==> config.mk <==
export PLATFORM = sky130hd
export DESIGN_NAME = prl_tx_st
export DESIGN_NICKNAME = d
export VERILOG_FILES = /design/src/rtl/prl_tx_pkg.sv /design/src/rtl/prl_tx_crc_timer.sv /design/src/rtl/prl_tx_st.sv
export SDC_FILE = /design/constraint.sdc
export NUM_CORES = 1
export LEC_CHECK = 0
export BUFFER_PORTS_ARGS = -buffer_cell sky130_fd_sc_hd__clkbuf_2
export CORE_ASPECT_RATIO = 0.75
export CORE_MARGIN = 1
export CORE_UTILIZATION = 61
export DETAILED_ROUTE_END_ITERATION = 12
export PLACE_DENSITY = 0.82
export SLEW_MARGIN = 20
export SYNTH_ARGS = -nofsm -noshare
export SYNTH_HDL_FRONTEND = slang
export SYNTH_SLANG_ARGS = --single-unit
==> constraint.sdc <==
create_clock -name clk -period 5.85 [get_ports clk]
set_input_delay 0.2925 -clock clk [delete_from_list [all_inputs] [get_ports clk]]
set_output_delay 0.2925 -clock clk [all_outputs]
set_load 0.02 [all_outputs]
==> src/rtl/prl_tx_pkg.sv <==
// Shared types and defaults for the protocol-layer TX state machine.
package prl_tx_pkg;

  typedef enum logic [1:0] {
    RESULT_SUCCESS   = 2'd0,
    RESULT_FAIL      = 2'd1,
    RESULT_DISCARDED = 2'd2
  } result_e;

  typedef enum logic [2:0] {
    SOP         = 3'd0,
    SOP_P       = 3'd1,
    SOP_PP      = 3'd2,
    HARD_RESET  = 3'd3,
    CABLE_RESET = 3'd4
  } sop_e;

  typedef enum logic [2:0] {
    ST_IDLE,
    ST_START,
    ST_WAIT_PHY,
    ST_WAIT_CRC,
    ST_ACK
  } state_e;

  localparam int          N_RETRY_DEF     = 2;
  localparam logic [15:0] CRC_TIMEOUT_DEF = 16'd10800;

  // Only SOP/SOP'/SOP'' carry a MessageID and expect a GoodCRC.
  function automatic logic is_msg_sop(input logic [2:0] s);
    return s <= SOP_PP;
  endfunction

endpackage

==> src/rtl/prl_tx_crc_timer.sv <==
// tCRCReceive counter: clears on request, counts while enabled and flags the
// final cycle of the window.
module prl_tx_crc_timer #(
  parameter int             W       = 16,
  parameter logic [W-1:0]   TIMEOUT = W'(10800)
) (
  input  logic clk,
  input  logic rst_n,
  input  logic clear,
  input  logic en,
  output logic tc
);

  localparam logic [W-1:0] TC_VAL = TIMEOUT - W'(1);

  logic [W-1:0] count;

  always_ff @(posedge clk or negedge rst_n) begin
    if (!rst_n) begin
      count <= '0;
    end else if (clear) begin
      count <= '0;
    end else if (en) begin
      count <= count + W'(1);
    end
  end

  assign tc = en && !clear && (count == TC_VAL);

endmodule

==> src/rtl/prl_tx_st.sv <==
// Protocol-layer TX state machine: PHY strobe, GoodCRC wait, retries,
// per-SOP MessageID counters and the upstream completion handshake.
module prl_tx_st
  import prl_tx_pkg::*;
#(
  parameter int          N_RETRY     = N_RETRY_DEF,
  parameter logic [15:0] CRC_TIMEOUT = CRC_TIMEOUT_DEF,
  parameter int          CRC_TIMER_W = 16
) (
  input  logic       clk,
  input  logic       rst_n,
  input  logic       prl_tx_if_en,
  input  logic [2:0] prl_tx_if_sop_type,
  input  logic [1:0] prl_tx_if_message_type,
  input  logic [4:0] prl_tx_if_header_type,
  output logic       prl_tx_st_message_if_ack,
  output logic [1:0] prl_tx_st_message_if_ack_result,
  output logic       prl_tx_phy_start,
  output logic [2:0] prl_tx_phy_sop_type,
  output logic [2:0] prl_tx_phy_message_id,
  output logic       prl_tx_phy_retry,
  input  logic       phy_tx_done,
  input  logic       phy_tx_fail,
  input  logic       prl_rx_goodcrc_vld,
  input  logic [2:0] prl_rx_goodcrc_sop_type,
  input  logic [2:0] prl_rx_goodcrc_message_id,
  input  logic       prl_rx_message_vld,
  input  logic       pl_hard_reset
);

  localparam int RETRY_W = (N_RETRY < 1) ? 1 : $clog2(N_RETRY + 1);

  state_e             state;
  logic [2:0]         sop_q;
  logic [RETRY_W-1:0] retry_cnt;
  logic [2:0]         msg_id [3];
  logic [2:0]         cur_id;
  logic               busy;
  logic               crc_match;
  logic               can_retry;
  logic               timer_clear;
  logic               timer_en;
  logic               timer_tc;

  // NOTE: every always_comb output gets a default first so no latch is inferred.
  always_comb begin
    cur_id = '0;
    for (int i = 0; i < 3; i++) begin
      if (sop_q == 3'(i)) cur_id = msg_id[i];
    end
  end

  assign busy      = state inside {ST_START, ST_WAIT_PHY, ST_WAIT_CRC};
  assign crc_match = prl_rx_goodcrc_vld &&
                     (prl_rx_goodcrc_sop_type == sop_q) &&
                     (prl_rx_goodcrc_message_id == cur_id);
  assign can_retry = retry_cnt < RETRY_W'(N_RETRY);

  // The timer is held at zero outside WAIT_CRC, so each wait starts fresh.
  assign timer_en    = (state == ST_WAIT_CRC);
  assign timer_clear = pl_hard_reset || (state != ST_WAIT_CRC);

  prl_tx_crc_timer #(
    .W       (CRC_TIMER_W),
    .TIMEOUT (CRC_TIMER_W'(CRC_TIMEOUT))
  ) u_crc_timer (
    .clk   (clk),
    .rst_n (rst_n),
    .clear (timer_clear),
    .en    (timer_en),
    .tc    (timer_tc)
  );

  always_ff @(posedge clk or negedge rst_n) begin
    if (!rst_n) begin
      state                           <= ST_IDLE;
      sop_q                           <= '0;
      retry_cnt                       <= '0;
      // NOTE: the MessageID array is protocol state, so it is reset like any register.
      for (int i = 0; i < 3; i++) msg_id[i] <= '0;
      prl_tx_st_message_if_ack        <= 1'b0;
      prl_tx_st_message_if_ack_result <= '0;
      prl_tx_phy_start                <= 1'b0;
      prl_tx_phy_sop_type             <= '0;
      prl_tx_phy_message_id           <= '0;
      prl_tx_phy_retry                <= 1'b0;
    end else begin
      // NOTE: sequential state uses non-blocking assignments; these defaults make the strobes one cycle wide.
      prl_tx_phy_start         <= 1'b0;
      prl_tx_st_message_if_ack <= 1'b0;

      if (pl_hard_reset) begin
        retry_cnt <= '0;
        for (int i = 0; i < 3; i++) msg_id[i] <= '0;
        if (busy) begin
          state                           <= ST_ACK;
          prl_tx_st_message_if_ack        <= 1'b1;
          prl_tx_st_message_if_ack_result <= RESULT_DISCARDED;
        end else begin
          state <= ST_IDLE;
        end
      end else begin
        unique case (state)
          ST_IDLE: begin
            if (prl_tx_if_en) begin
              sop_q <= prl_tx_if_sop_type;
              state <= ST_START;
            end
          end

          ST_START: begin
            if (prl_rx_message_vld) begin
              state                           <= ST_ACK;
              prl_tx_st_message_if_ack        <= 1'b1;
              prl_tx_st_message_if_ack_result <= RESULT_DISCARDED;
            end else begin
              prl_tx_phy_start      <= 1'b1;
              prl_tx_phy_sop_type   <= sop_q;
              prl_tx_phy_message_id <= cur_id;
              prl_tx_phy_retry      <= (retry_cnt != '0);
              state                 <= ST_WAIT_PHY;
            end
          end

          ST_WAIT_PHY: begin
            if (prl_rx_message_vld) begin
              state                           <= ST_ACK;
              prl_tx_st_message_if_ack        <= 1'b1;
              prl_tx_st_message_if_ack_result <= RESULT_DISCARDED;
            end else if (phy_tx_fail) begin
              if (can_retry) begin
                retry_cnt <= retry_cnt + RETRY_W'(1);
                state     <= ST_START;
              end else begin
                state                           <= ST_ACK;
                prl_tx_st_message_if_ack        <= 1'b1;
                prl_tx_st_message_if_ack_result <= RESULT_FAIL;
              end
            end else if (phy_tx_done) begin
              if (is_msg_sop(sop_q)) begin
                state <= ST_WAIT_CRC;
              end else begin
                state                           <= ST_ACK;
                prl_tx_st_message_if_ack        <= 1'b1;
                prl_tx_st_message_if_ack_result <= RESULT_SUCCESS;
              end
            end
          end

          ST_WAIT_CRC: begin
            if (crc_match) begin
              state                           <= ST_ACK;
              prl_tx_st_message_if_ack        <= 1'b1;
              prl_tx_st_message_if_ack_result <= RESULT_SUCCESS;
            end else if (prl_rx_message_vld) begin
              state                           <= ST_ACK;
              prl_tx_st_message_if_ack        <= 1'b1;
              prl_tx_st_message_if_ack_result <= RESULT_DISCARDED;
            end else if (timer_tc) begin
              if (can_retry) begin
                retry_cnt <= retry_cnt + RETRY_W'(1);
                state     <= ST_START;
              end else begin
                state                           <= ST_ACK;
                prl_tx_st_message_if_ack        <= 1'b1;
                prl_tx_st_message_if_ack_result <= RESULT_FAIL;
              end
            end
          end

          ST_ACK: begin
            retry_cnt <= '0;
            // A discarded message never consumed its MessageID.
            if (prl_tx_st_message_if_ack_result != RESULT_DISCARDED) begin
              for (int i = 0; i < 3; i++) begin
                if (sop_q == 3'(i)) msg_id[i] <= msg_id[i] + 3'd1;
              end
            end
            state <= ST_IDLE;
          end

          default: state <= ST_IDLE;
        endcase
      end
    end
  end

endmodule
Word level (Yosys, flattened, before mapping)
Index checks and enable logic that the tools add are counted.
{ "word_totals": {"out_inout_bits": 11, "regBits": 44} }
{ "op_classes": {"n_eq_ne": 22, "reduce_logical": 26, "addsub": 5, "muxes": 59, "n_bitwise": 2, "magnitude_cmp": 2} }
{ "op_table": {"columns": ["cell", "n"], "rows": [
  ["$mux 3", 18],
  ["$mux 2", 18],
  ["$mux 16", 2],
  ["$mux 9", 3],
  ["$ne 3x3->1 const B", 7],
  ["$reduce_and 3->1", 6],
  ["$add 16x1->16 const B", 1],
  ["$eq 16x14->1 const B", 1],
  ["$ne 5x5->1 const B", 3],
  ["$mux 1", 14],
  ["$reduce_bool 2->1", 7],
  ["$pmux 2 s3", 2],
  ["$pmux 3 s4", 1],
  ["$reduce_and 6->1", 2],
  ["$add 3x1->3 const B", 3],
  ["$eq 3x2->1 const B", 3],
  ["$reduce_bool 4->1", 2],
  ["$eq 3x1->1 const B", 2],
  ["$eq 3x3->1", 2],
  ["$logic_not 3->1", 2],
  ["$logic_and 1x1->1", 4],
  ["$eq 3x3->1 const B", 1],
  ["$le 3x2->1 const B", 1],
  ["$ne 3x2->1 const B", 1],
  ["9 further kinds", 10]
]} }

Depth between registers and ports, before layout
Gate-level depths: netlist of the first run.
{ "depth": {"ltp_word": 10, "mapped_depth": 8} }

By module
Synthesis of the first run repeated with hierarchy kept, for this count alone.
{ "hier_totals": {"cells_unflattened": 282, "hier_area_um2": 2696.3} }
{ "by_module_without_submodules": {"columns": ["mod", "n_inst", "area_per_inst_um2", "cells_per_inst", "seq_area_each_um2"], "rows": [
  ["prl_tx_st", 1, 1844.3, 194, 700.7],
  ["prl_tx_crc_timer", 1, 852.1, 88, 400.4]
]} }

Worst setup path after synthesis of the first run
OpenSTA, ideal clock, no wires.
{ "synth_path": {"path_kind": "register to register", "start": "reg u_crc_timer.count[4]", "end": "reg prl_tx_st_message_if_ack_result[1]", "setup_time_ns": 0.121, "path_buffers": 0, "slack_ns": 3.930, "t_arrival_ns": 1.799, "stages_incl_launch_ff": 7, "cell_sequence": "dfrtp_1 > or4b_1 > nor3_2 > and4_1 > nor2_1 > o311a_1 > o22a_1"} }
{ "synth_between": {"elab_chain_len": 4} }
{ "synth_lines": {"columns": ["item", "line", "rtl"], "rows": [
  ["start: declaration", "prl_tx_crc_timer.sv:16", "logic [W-1:0] count;"],
  ["start signal: assignment", "prl_tx_crc_timer.sv:24", "count <= count + W'(1);"],
  ["$eq 16x14->1", "prl_tx_crc_timer.sv:28", "assign tc = en && !clear && (count == TC_VAL);"],
  ["$logic_and 1x1->1", "prl_tx_crc_timer.sv:28", null],
  ["$ne 5x5->1 (no source line)", null, null],
  ["$reduce_and 6->1 (no source line)", null, null],
  ["end signal: assignment", "prl_tx_st.sv:82", "prl_tx_st_message_if_ack_result <= '0;"],
  ["end signal: assignment", "prl_tx_st.sv:98", "prl_tx_st_message_if_ack_result <= RESULT_DISCARDED;"],
  ["end signal: assignment", "prl_tx_st.sv:115", "prl_tx_st_message_if_ack_result <= RESULT_DISCARDED;"],
  ["end: declaration", "prl_tx_st.sv:17", "output logic [1:0] prl_tx_st_message_if_ack_result,"]
]} }
Every way passes these cells.
A chain may end at the register's enable or synchronous reset.

Worst setup path after layout of the first run
{ "layout_path": {"start": "reg sop_q[1]", "end": "reg prl_tx_st_message_if_ack_result[0]"} }
{ "layout_between": {"elab_chain_len": 9} }
{ "layout_lines": {"columns": ["item", "line", "rtl"], "rows": [
  ["start: declaration", "prl_tx_st.sv:34", "logic [2:0] sop_q;"],
  ["start signal: assignment", "prl_tx_st.sv:106", "sop_q <= prl_tx_if_sop_type;"],
  ["$logic_not 3->1", "prl_tx_st.sv:49", "if (sop_q == 3'(i)) cur_id = msg_id[i];"],
  ["$mux 3 (3 in a row)", "prl_tx_st.sv:49", null],
  ["$eq 3x3->1", "prl_tx_st.sv:56", "(prl_rx_goodcrc_message_id == cur_id);"],
  ["$logic_and 1x1->1", "prl_tx_st.sv:55", "(prl_rx_goodcrc_sop_type == sop_q) &&"],
  ["$mux 2", "prl_tx_st.sv:151", "if (crc_match) begin"],
  ["$pmux 2 s3", "prl_tx_st.sv:103", "unique case (state)"],
  ["$mux 2", "prl_tx_st.sv:92", "if (pl_hard_reset) begin"],
  ["end signal: assignment", "prl_tx_st.sv:98", null],
  ["end signal: assignment", "prl_tx_st.sv:154", "prl_tx_st_message_if_ack_result <= RESULT_SUCCESS;"],
  ["end signal: assignment", "prl_tx_st.sv:158", "prl_tx_st_message_if_ack_result <= RESULT_DISCARDED;"]
]} }
Parallel ways exist; a longest one is shown, timed or not.

==> summary.txt, run 1 <==
violated checks: hold timing
worst min-delay path class: primary input to async pin
Synth area leader: sky130_fd_sc_hd__dfrtp_1
Synth warnings: 0
overall overflow remaining after global route: 0
highest ir drop seen on vdd: 186.8 uV
tightest slew margin relative to the limit: 55.15%
Post-synth top flop: sky130_fd_sc_hd__dfrtp_1
Setup Skew: 0.006023 ns
HPWL reported at the end of detailed placement: 3.670 mm
fraction of the mapped netlist area in compound gates: 13.38%
Worst Reg2Reg Path Length in Cells: 6
antenna diode count: 0
post-synthesis cell count: 266
final critical delay including setup and external delays: 2.395 ns
via count of the routed design: 2036
WHS: -0.02995 ns
standard-cell rows: 19
async set-or-reset flop fraction in the synthesized netlist: 100.0%
proportion of power drawn by combinational gates: 20.6%
area of placed instances: 2621 um2
routed metal-1 wirelength: 2.712 mm
type of the setup path with the least slack: flop to flop
number of endpoints failing setup at the final stage: 0
switching share of power: 34.16%
number of synthesized register bits: 44
fraction of layout cells with a size suffix above 1: 14.98%
count of clock tree sinks: 44
setup repair after global routing missed its margin: false
aggregate routed wire length: 5.209 mm
gate family responsible for the most delay along the worst path: compound AO/OA/AOI/OAI gates
switching power of the nets: 0.2462 mW
wire length on met3: 380 um
count of cell instances traversed by the critical path: 6
stage delay of the slowest cell on the critical path: 0.67 ns
critical path required time: 6.03 ns
run status: finished with violations
top cell type's share of synthesized area: 44.42%
average instance area after synthesis: 9.318 um2
share of synthesized cell area in full adder, half adder and majority cells: 2.524%
count of input and output buffers: 27
Yosys cell types: 54
number of global-route vias before repair: 1805
clock buffer count from CTS: 5
largest net degree at the start of global routing: 45
max-cap violation count: 0
relative contribution of sequential cells to total power: 53.7%
antenna violations before repair: 0
total of cells resized after clock tree synthesis: 0
Clock Tree Root: sky130_fd_sc_hd__clkbuf_8
largest family of logic cells by synthesized area: simple AND/OR/NAND/NOR gates
max-slew violation count: 0
post-route fraction of the period consumed by the critical path: 40.94%
GRT Total Usage: 27.05%
transition at the pin with the smallest max-transition slack: 0.6708 ns
crit-path cells: mux2i_1 -> a221oi_1 -> a22oi_1 -> nand4_1 -> a31oi_1 -> o32ai_1
IO Pins: 35
leading post-synthesis cells by cell area: sky130_fd_sc_hd__dfrtp_1, sky130_fd_sc_hd__nor2_1, sky130_fd_sc_hd__xor2_1
post-CTS setup-driven buffer insertion count: 0
Fmax: 417.5 MHz
area taken by flip-flops and latches: 1101 um2
final instance area: 2701 um2
filler instances: 297
average vias per placed instance: 6.006
Layout Nets: 316
sequential-to-total area share from yosys stat: 44.42%
Worst R2R End: prl_tx_st_message_if_ack_result[0]
growth of design area from synthesis to finish: 8.985%
final RePlAce weighted congestion: 0.8686
Leak: 1.204 nW
largest fanout on the critical path: 14
Post-Synth XOR/XNOR Area: 7.774%
Chip Width: 75.61 um
simple-gate share of the synthesized area: 24.28%
Final Hold Fails: 44
Antenna Violating Nets Remaining: 0
DRC violation count after routing: 0
highest metal layer with signal wires: met4
starting density of the core: 65.57%
signal arrival time at the worst endpoint: 2.58 ns
area of the multi-input gates: 1282 um2
initial detailed-routing violation count: 237
count of buffer and inverter cells on the critical path: 0
highest-delay cell along the critical path: sky130_fd_sc_hd__dfrtp_1
TNS Setup: 0 ns
met2 wire len: 2.067 mm
EDFF count, synth: 0
category of the worst setup path capture point: flop
P_int: 0.4746 mW
reg2reg start: sop_q[1]
TritonCTS clock tree: built
hold buffer count at CTS: 0
element type at the critical path start: flop
first-pass GRT wire length: 8.638 mm
clock share of power: 25.6%
Clock Path Buffers: 2
flop-to-flop setup slack: 3.45 ns
Die Span Y: 57.21 um
Power Density: 266.8 nW/um2
Worst-Skew Late Latency: 0.30 ns
portion of netlist area occupied by mux cells: 3.786%
CTS H-tree depth: 2
combined area of all synthesized cells: 2479 um2
average routed wire per standard cell: 15.37 um
DIE AREA: 4325 um2
net count of the mapped netlist: 295
DRT Pass-1 Iters: 4
area of the core: 3780 um2
clock slew at the register clock pins of the worst setup and hold paths: 0.08 ns
flip-flops by register name, indices dropped and copies added, names as in the netlist:
register / flops
prl_tx_phy_start: 1
prl_tx_phy_retry: 1
retry_cnt: 2
msg_id: 9
prl_tx_st_message_if_ack_result: 2
u_crc_timer.count: 16
sop_q: 3
prl_tx_phy_sop_type: 3
prl_tx_st_message_if_ack: 1
state: 3
prl_tx_phy_message_id: 3
worst max path at each step:
stage                                     from                            endpoint  slack (ns)
after floorplan           u_crc_timer.count[4]  prl_tx_st_message_if_ack_result[1]        3.93
after global placement                sop_q[1]  prl_tx_st_message_if_ack_result[0]        3.50
after detailed placement              sop_q[1]  prl_tx_st_message_if_ack_result[0]        3.51
after CTS                             sop_q[1]  prl_tx_st_message_if_ack_result[0]        3.49
after global routing                  sop_q[1]  prl_tx_st_message_if_ack_result[0]        3.30
final                                 sop_q[1]  prl_tx_st_message_if_ack_result[0]        3.45
cells in the mapped netlist (3+ instances only):
| library cell | n |
|---|---|
| sky130_fd_sc_hd__ha_1 | 5 |
| sky130_fd_sc_hd__nor2b_1 | 5 |
| sky130_fd_sc_hd__nand2_1 | 26 |
| sky130_fd_sc_hd__clkbuf_1 | 7 |
| sky130_fd_sc_hd__buf_2 | 4 |
| sky130_fd_sc_hd__nand2b_1 | 5 |
| sky130_fd_sc_hd__o31ai_1 | 5 |
| sky130_fd_sc_hd__o21ai_0 | 5 |
| sky130_fd_sc_hd__dfrtp_1 | 44 |
| sky130_fd_sc_hd__nor3_1 | 4 |
| sky130_fd_sc_hd__a21oi_1 | 9 |
| sky130_fd_sc_hd__inv_1 | 10 |
| sky130_fd_sc_hd__xnor2_1 | 8 |
| sky130_fd_sc_hd__or3_1 | 3 |
| sky130_fd_sc_hd__and3_1 | 5 |
| sky130_fd_sc_hd__nor2_1 | 36 |
| sky130_fd_sc_hd__mux2i_1 | 6 |
| sky130_fd_sc_hd__a31oi_1 | 4 |
| sky130_fd_sc_hd__mux2_2 | 3 |
| sky130_fd_sc_hd__nand3_1 | 13 |
| sky130_fd_sc_hd__xor2_1 | 14 |
power by group through the flow:
stage / Clock, mW / Combinational, mW / Sequential [mW]
final: 0.185 / 0.149 / 0.387
after global routing: 0.200 / 0.164 / 0.396
after CTS: 0.184 / 0.148 / 0.387
after detailed placement: 0 / 0.148 / 0.393
after global placement: 0 / 0.144 / 0.390
after floorplan: 0 / 0.126 / 0.368
metrics by stage:
stage	instances	util, %	total power, mW	setup WS (ns)
after CTS	339	71.40	0.7195	3.491
after floorplan	266	-	0.4938	3.930
after detailed placement	332	69.35	0.5402	3.506
after global placement	332	69.35	0.5346	3.496
final	339	71.47	0.7208	3.455
after global routing	339	71.47	0.7597	3.299
area by class of cell:
cell class / count / share of cell area, %
Inverter: 10 / 1.390
Multi-Input combinational cell: 199 / 47.48
Sequential cell: 44 / 40.76
Tap cell: 52 / 2.409
Clock inverter: 1 / 0.1853
Timing Repair Buffer: 27 / 5.095
Clock buffer: 6 / 2.686
worst reg2reg max path, stage by stage (launching register included):
cell and delay [ns]:
sky130_fd_sc_hd__dfrtp_1 0.67, sky130_fd_sc_hd__mux2i_1 0.40, sky130_fd_sc_hd__a221oi_1 0.16, sky130_fd_sc_hd__a22oi_1 0.31, sky130_fd_sc_hd__nand4_1 0.30, sky130_fd_sc_hd__a31oi_1 0.31
sky130_fd_sc_hd__o32ai_1 0.13
cell usage in the layout (no fill, tap or decap), types with 3 or more instances in the layout:
cell	Yosys	routed
sky130_fd_sc_hd__dfrtp_1	44	44
sky130_fd_sc_hd__nor2_1	36	36
sky130_fd_sc_hd__nand2_1	26	26
sky130_fd_sc_hd__clkbuf_2	0	26
sky130_fd_sc_hd__xor2_1	14	14
sky130_fd_sc_hd__nand3_1	13	13
sky130_fd_sc_hd__inv_1	10	10
sky130_fd_sc_hd__a21oi_1	9	9
sky130_fd_sc_hd__xnor2_1	8	8
sky130_fd_sc_hd__mux2i_1	6	6
sky130_fd_sc_hd__o21ai_0	5	5
sky130_fd_sc_hd__nor2b_1	5	5
sky130_fd_sc_hd__nand2b_1	5	5
sky130_fd_sc_hd__and3_1	5	5
sky130_fd_sc_hd__o31ai_1	5	5
sky130_fd_sc_hd__ha_1	5	5
sky130_fd_sc_hd__clkbuf_8	0	5
sky130_fd_sc_hd__nor3_1	4	4
sky130_fd_sc_hd__a31oi_1	4	4
sky130_fd_sc_hd__or3_1	3	3
sky130_fd_sc_hd__mux2_2	3	3
routing by layer:
metal | vias to the layer above | GRT usage, %
met2 | 91 | 34.31
met1 | 957 | 43.95
met3 | 6 | 9.011
met5 | - | 0
met4 | 0 | 6.349
li1 | 982 | -
logic make-up (layout without fill, tap and decap cells):
group           count (synthesis)  after routing
buf+inv                        23             44
xor+xnor                       22             22
mux                             9              9
simple gates                  118            118
fa+ha+maj                       5              5
compound gates                 45             45
flops                          44             44
No activity file was read; power rests on OpenSTA's default activity.
==> run 2, diff against run 1 <==
Settings changed: CORE_UTILIZATION 61 to 51, PLACE_DENSITY 0.82 to 0.73.
Clock period 5.85 ns to 2.2 ns, I/O delays scaled along.
==> run 2 against run 1 <==
Against the previous run: the flow now finishes without violations; critical path depth stayed put; highest routed layer unchanged; wire length about the same; non-clock buffer count is 20 higher; combinational power increased to 3.8 times the previous value; first-iteration DRC count down 44%; flip-flop and latch count unchanged; critical path type unchanged; clock power rose to 2.8 times the previous value; maximum frequency rose by 15%; sequential share of layout area shrank 2.6 points; register-to-register slack worse by 3.3 ns; design area increased by 7.0%.
==> summary.txt, run 2 (synthesized netlist as in run 1, its figures left out) <==
max-slew violation count: 0 (unchanged)
leading cell types in the layout, fill and taps excluded: sky130_fd_sc_hd__dfrtp_1, sky130_fd_sc_hd__nor2_1, sky130_fd_sc_hd__clkbuf_2 (was sky130_fd_sc_hd__dfrtp_1, sky130_fd_sc_hd__nor2_1, sky130_fd_sc_hd__nand2_1, sky130_fd_sc_hd__clkbuf_2, sky130_fd_sc_hd__xor2_1)
first-pass GRT wire length: 8.845 mm (was 8.638 mm)
via count of the routed design: 2027 (was 2036)
count of input and output buffers: 27 (unchanged)
GRT Total Usage: 22.85% (was 27.05%)
number of flip-flops in the largest register: 16 (unchanged)
gate family responsible for the most delay along the worst path: simple AND/OR/NAND/NOR gates (was compound AO/OA/AOI/OAI gates)
clock buffer count from CTS: 5 (unchanged)
DIE AREA: 5146 um2 (was 4325 um2)
switching share of power: 32.13% (was 34.16%)
CTS H-tree depth: 2 (unchanged)
WHS: 0.04895 ns (was -0.02995 ns)
relative contribution of sequential cells to total power: 47.6% (was 53.7%)
clock share of power: 25.0% (was 25.6%)
switching power of the nets: 0.6582 mW (was 0.2462 mW)
largest fanout on the critical path: 3 (was 14)
Die Span Y: 62.38 um (was 57.21 um)
register with the most flip-flops: u_crc_timer.count (unchanged)
number of global-route vias before repair: 1818 (was 1805)
starting density of the core: 54.21% (was 65.57%)
fraction of layout cells with a size suffix above 1: 21.75% (was 14.98%)
Worst-Skew Late Latency: 0.29 ns (was 0.30 ns)
global-route track usage on met2: 27.79% (was 34.31%)
TritonCTS clock tree: built (unchanged)
HPWL reported at the end of detailed placement: 3.850 mm (was 3.670 mm)
critical path required time: 2.38 ns (was 6.03 ns)
type of the setup path with the least slack: flop to flop (unchanged)
busiest layer in global routing: met1 (unchanged)
Setup Skew: 0.004006 ns (was 0.006023 ns)
highest ir drop seen on vdd: 419.5 uV (was 186.8 uV)
stage delay of the slowest cell on the critical path: 0.55 ns (was 0.67 ns)
proportion of power drawn by combinational gates: 27.5% (was 20.6%)
DRC violation count after routing: 0 (unchanged)
area taken by flip-flops and latches: 1104 um2 (was 1101 um2)
Worst Slack Setup Final: 0.1108 ns (was 3.455 ns)
Final Hold Fails: 0 (was 44)
filler instances: 396 (was 297)
signal arrival time at the worst endpoint: 2.27 ns (was 2.58 ns)
crit-path cells: or4b_1 -> nor3_2 -> and4_1 -> nor2_1 -> o311a_1 -> o22a_1 (was mux2i_1 -> a221oi_1 -> a22oi_1 -> nand4_1 -> a31oi_1 -> o32ai_1)
Leak: 1.304 nW (was 1.204 nW)
antenna diode count: 0 (unchanged)
average routed wire per standard cell: 14.26 um (was 15.37 um)
hold path depth: 2
Layout Nets: 336 (was 316)
average vias per placed instance: 5.553 (was 6.006)
TNS Setup: 0 ns (unchanged)
number of endpoints failing setup at the final stage: 0 (unchanged)
area of the core: 4572 um2 (was 3780 um2)
final instance area: 2890 um2 (was 2701 um2)
worst min-delay path class: primary input to flop (was primary input to async pin)
overall overflow remaining after global route: 0 (unchanged)
met1 demand-to-capacity share in global routing: 38.80% (was 43.95%)
post-route fraction of the period consumed by the critical path: 94.96% (was 40.94%)
run status: finished clean (was finished with violations)
initial detailed-routing violation count: 133 (was 237)
category of the worst setup path capture point: flop (unchanged)
largest registers in the final layout: u_crc_timer.count x16, msg_id x9 (unchanged)
final design utilization: 63.22% (was 71.47%)
Clock Tree Root: sky130_fd_sc_hd__clkbuf_8 (unchanged)
Power Density: 708.8 nW/um2 (was 266.8 nW/um2)
post-CTS setup-driven buffer insertion count: 0 (unchanged)
final critical delay including setup and external delays: 2.089 ns (was 2.395 ns)
area of the multi-input gates: 1300 um2 (was 1282 um2)
IO Pins: 35 (unchanged)
final RePlAce weighted congestion: 0.8708 (was 0.8686)
Fmax: 478.7 MHz (was 417.5 MHz)
element type at the critical path start: flop (unchanged)
count of clock tree sinks: 44 (unchanged)
max-cap violation count: 0 (unchanged)
Antenna Violating Nets Remaining: 0 (unchanged)
DRT Pass-1 Iters: 4 (unchanged)
transition at the pin with the smallest max-transition slack: 0.6399 ns (was 0.6708 ns)
post-placement worst setup slack: 0.1562 ns (was 3.506 ns)
tightest slew margin relative to the limit: 56.74% (was 55.15%)
global routing met3 resource utilization: 6.277% (was 9.011%)
most common library cell in the layout ignoring fill and taps: sky130_fd_sc_hd__dfrtp_1 (unchanged)
count of cell instances traversed by the critical path: 6 (unchanged)
Chip Width: 82.50 um (was 75.61 um)
largest net degree at the start of global routing: 45 (unchanged)
Worst Reg2Reg Path Length in Cells: 6 (unchanged)
aggregate routed wire length: 5.205 mm (was 5.209 mm)
area of placed instances: 2770 um2 (was 2621 um2)
clock slew at the register clock pins of the worst setup and hold paths: 0.08 ns (about the same)
P_int: 1.391 mW (was 0.4746 mW)
growth of design area from synthesis to finish: 16.61% (was 8.985%)
antenna violations before repair: 0 (unchanged)
standard-cell rows: 21 (was 19)
count of buffer and inverter cells on the critical path: 0 (unchanged)
highest-delay cell along the critical path: sky130_fd_sc_hd__or4b_1 (was sky130_fd_sc_hd__dfrtp_1)
Clock Path Buffers: 2 (unchanged)
## run 2: layout make-up
| class | instances | area share, % |
|---|---|---|
| flip-flops and latches | 44 | 38.18 |
| well taps | 57 | 2.468 |
| multi-input cells | 199 | 44.98 |
| inverters | 10 | 1.299 |
| repair buffers | 47 | 9.957 |
| clock buffers | 8 | 3.117 |
## run 2: repair_timing
action | CTS | global route
endpoints found under the hold margin | 44 | 0
setup endpoints to repair | 0 | 7
resized for setup | 0 | 5
hold buffers | 1 | 0
## run 2: metal layers
metal	routed length [um]	share of wire, %
met5	0	0
met4	34	0.65
met3	323	6.2
met2	1974	38
met1	2872	55
## run 2: worst paths after layout
kind / slack [ns] / to / startpoint
hold reg to reg: 0.48 / u_crc_timer.count[0] / u_crc_timer.count[0]
hold / removal: 0.05 / sop_q[1] / prl_tx_if_sop_type[1]
max in group asynchronous: 1.37 / sop_q[1] / rst_n
setup / recovery: 0.11 / prl_tx_st_message_if_ack_result[1] / u_crc_timer.count[14]
setup reg to reg: 0.11 / prl_tx_st_message_if_ack_result[1] / u_crc_timer.count[14]
min in group asynchronous: 0.43 / u_crc_timer.count[5] / rst_n
## run 2: metrics by stage
step           power, mW  cells
4_1_cts            2.050    365
6_report           2.049    365
2_1_floorplan      1.313    266
5_1_grt            2.167    365
3_5_place_dp       1.533    356
3_3_place_gp       1.524    356
## run 2: power by group through the flow
stage               Combinational, mW  Clock, mW  Sequential, mW
global placement                0.544          0           0.980
CTS                             0.553      0.530           0.968
floorplan                       0.335          0           0.978
global route                    0.623      0.559           0.985
finish                          0.563      0.512           0.975
detailed placement              0.549          0           0.984
==> run 3, diff against run 2 <==
Settings changed: BUFFER_PORTS_ARGS -buffer_cell sky130_fd_sc_hd__clkbuf_2 to default, CORE_UTILIZATION 51 to 57, DONT_BUFFER_PORTS from default to 1.
==> run 3 against run 2 <==
Against the previous run: clock-buffer cell count did not move; sequential power increased by 4%; clock skew is 0.0062 ns higher; final cell count is 7.9% lower; flip-flop and latch count is the same; combinational power fell by 20%; hold slack lost 0.018 ns; critical path type unchanged; first-iteration DRC count grew 60%; via count is 2.3% lower; maximum frequency is 1.1% higher; wire length increased by 1.0%.
==> summary.txt, run 3 (synthesized netlist as in run 1, its figures left out) <==
number of flip-flops in the largest register: 16 (unchanged)
category of the worst setup path capture point: flop (unchanged)
fraction of layout cells with a size suffix above 1: 11.03% (was 21.75%)
area of the multi-input gates: 1282 um2 (was 1300 um2)
critical path required time: 2.38 ns (about the same)
Antenna Violating Nets Remaining: 0 (unchanged)
tightest slew margin relative to the limit: 63.28% (was 56.74%)
count of clock tree sinks: 44 (unchanged)
HPWL reported at the end of detailed placement: 3.743 mm (was 3.850 mm)
gate family responsible for the most delay along the worst path: simple AND/OR/NAND/NOR gates (unchanged)
count of input and output buffers: 0 (was 27)
Clock Path Buffers: 2 (unchanged)
Power Density: 714.5 nW/um2 (was 708.8 nW/um2)
filler instances: 340 (was 396)
highest ir drop seen on vdd: 364.5 uV (was 419.5 uV)
stage delay of the slowest cell on the critical path: 0.55 ns (about the same)
TNS Setup: 0 ns (unchanged)
area taken by flip-flops and latches: 1102 um2 (was 1104 um2)
Fmax: 483.9 MHz (was 478.7 MHz)
Die Span Y: 59.11 um (was 62.38 um)
number of global-route vias before repair: 1797 (was 1818)
overall overflow remaining after global route: 0 (unchanged)
number of endpoints failing setup at the final stage: 0 (unchanged)
TritonCTS clock tree: built (unchanged)
clock buffer count from CTS: 5 (unchanged)
max-cap violation count: 0 (unchanged)
IO Pins: 35 (unchanged)
DRC violation count after routing: 0 (unchanged)
WHS: 0.03113 ns (was 0.04895 ns)
Leak: 1.194 nW (was 1.304 nW)
area of the core: 4104 um2 (was 4572 um2)
average routed wire per standard cell: 15.65 um (was 14.26 um)
leading cell types in the layout, fill and taps excluded: sky130_fd_sc_hd__dfrtp_1, sky130_fd_sc_hd__nor2_1, sky130_fd_sc_hd__nand2_1 (was sky130_fd_sc_hd__dfrtp_1, sky130_fd_sc_hd__nor2_1, sky130_fd_sc_hd__clkbuf_2)
antenna diode count: 0 (unchanged)
Layout Nets: 309 (was 336)
Clock Tree Root: sky130_fd_sc_hd__clkbuf_8 (unchanged)
Chip Width: 78.15 um (was 82.50 um)
first-pass GRT wire length: 8.611 mm (was 8.845 mm)
largest fanout on the critical path: 3 (unchanged)
average vias per placed instance: 5.896 (was 5.553)
run status: finished clean (unchanged)
DRT Pass-1 Iters: 4 (unchanged)
worst min-delay path class: primary input to flop (unchanged)
max-slew violation count: 0 (unchanged)
highest-delay cell along the critical path: sky130_fd_sc_hd__or4b_1 (unchanged)
Setup Skew: 0.01019 ns (was 0.004006 ns)
post-route fraction of the period consumed by the critical path: 93.94% (was 94.96%)
via count of the routed design: 1981 (was 2027)
initial detailed-routing violation count: 213 (was 133)
largest net degree at the start of global routing: 45 (unchanged)
signal arrival time at the worst endpoint: 2.25 ns (was 2.27 ns)
DIE AREA: 4619 um2 (was 5146 um2)
type of the setup path with the least slack: flop to flop (unchanged)
register with the most flip-flops: u_crc_timer.count (unchanged)
GRT Total Usage: 24.86% (was 22.85%)
clock slew at the register clock pins of the worst setup and hold paths: 0.07 ns (was 0.08 ns)
most common library cell in the layout ignoring fill and taps: sky130_fd_sc_hd__dfrtp_1 (unchanged)
largest registers in the final layout: u_crc_timer.count x16, msg_id x9 (unchanged)
Worst-Skew Late Latency: 0.30 ns (was 0.29 ns)
CTS H-tree depth: 2 (unchanged)
final RePlAce weighted congestion: 0.8779 (was 0.8708)
antenna violations before repair: 0 (unchanged)
crit-path cells: or4b_1 -> nor3_2 -> and4_1 -> nor2_1 -> o311a_1 -> o22a_1 (unchanged)
Final Hold Fails: 0 (unchanged)
transition at the pin with the smallest max-transition slack: 0.5493 ns (was 0.6399 ns)
aggregate routed wire length: 5.258 mm (was 5.205 mm)
growth of design area from synthesis to finish: 11.61% (was 16.61%)
final critical delay including setup and external delays: 2.067 ns (was 2.089 ns)
count of buffer and inverter cells on the critical path: 0 (unchanged)
standard-cell rows: 20 (was 21)
element type at the critical path start: flop (unchanged)
starting density of the core: 60.40% (was 54.21%)
## run 3: area by class of cell
type                       instances  share of cell area (%)
clock buffer                       8                   3.256
inverter                          10                   1.357
sequential                        44                   39.85
tap                               55                   2.488
multi-input combinational        199                   46.36
timing repair buffer              20                   6.694
## run 3: per-layer routing
metal | global-route usage [%] | up-vias | share of wire, %
met5 | 0 | - | 0
met4 | 9.788 | 0 | 0.93
met3 | 6.308 | 5 | 8.3
met2 | 32.58 | 75 | 39
met1 | 38.48 | 935 | 52
li1 | - | 966 | -
## run 3: worst reg2reg max path: stages, from the launching register on
cell	delay [ns]
sky130_fd_sc_hd__dfrtp_1	0.41
sky130_fd_sc_hd__or4b_1	0.55
sky130_fd_sc_hd__nor3_2	0.15
sky130_fd_sc_hd__and4_1	0.26
sky130_fd_sc_hd__nor2_1	0.10
sky130_fd_sc_hd__o311a_1	0.33
sky130_fd_sc_hd__o22a_1	0.17
## run 3: worst paths after layout
kind / to / depth (start not counted) / slack [ns] / startpoint
worst max-delay path: prl_tx_st_message_if_ack_result[1] / 6 / 0.13 / u_crc_timer.count[14]
worst min-delay path: u_crc_timer.count[15] / 3 / 0.03 / pl_hard_reset
worst max register to register: prl_tx_st_message_if_ack_result[1] / 6 / 0.13 / u_crc_timer.count[14]
worst min register to register: u_crc_timer.count[0] / 1 / 0.46 / u_crc_timer.count[0]
max in group asynchronous: sop_q[1] / 2 / 1.67 / rst_n
min in group asynchronous: prl_tx_phy_sop_type[0] / 2 / 0.31 / rst_n
## run 3: per-stage QoR
stage	power (mW)	setup slack (ns)	instance area, um2	cells	utilization [%]
6_report	1.977	0.1333	2766	336	67.41
2_1_floorplan	1.313	0.2799	2479	266	-
3_3_place_gp	1.421	0.1300	2580	320	62.87
3_5_place_dp	1.433	0.07986	2580	320	62.87
4_1_cts	1.984	0.06540	2758	335	67.20
5_1_grt	2.076	-0.02792	2766	336	67.41
## run 3: timing repair
item,CTS,global route
resized for setup,0,1
hold buffers,7,0
setup buffers,0,1
setup endpoints to repair,0,5
endpoints found under the hold margin,57,0
## run 3: power by group
group / internal (mW) / leakage, nW / switching (mW)
Sequential: 0.876 / 0.595 / 0.133
Combinational: 0.210 / 0.553 / 0.241
Clock: 0.256 / 0.0455 / 0.260
Total: 1.34 / 1.19 / 0.634
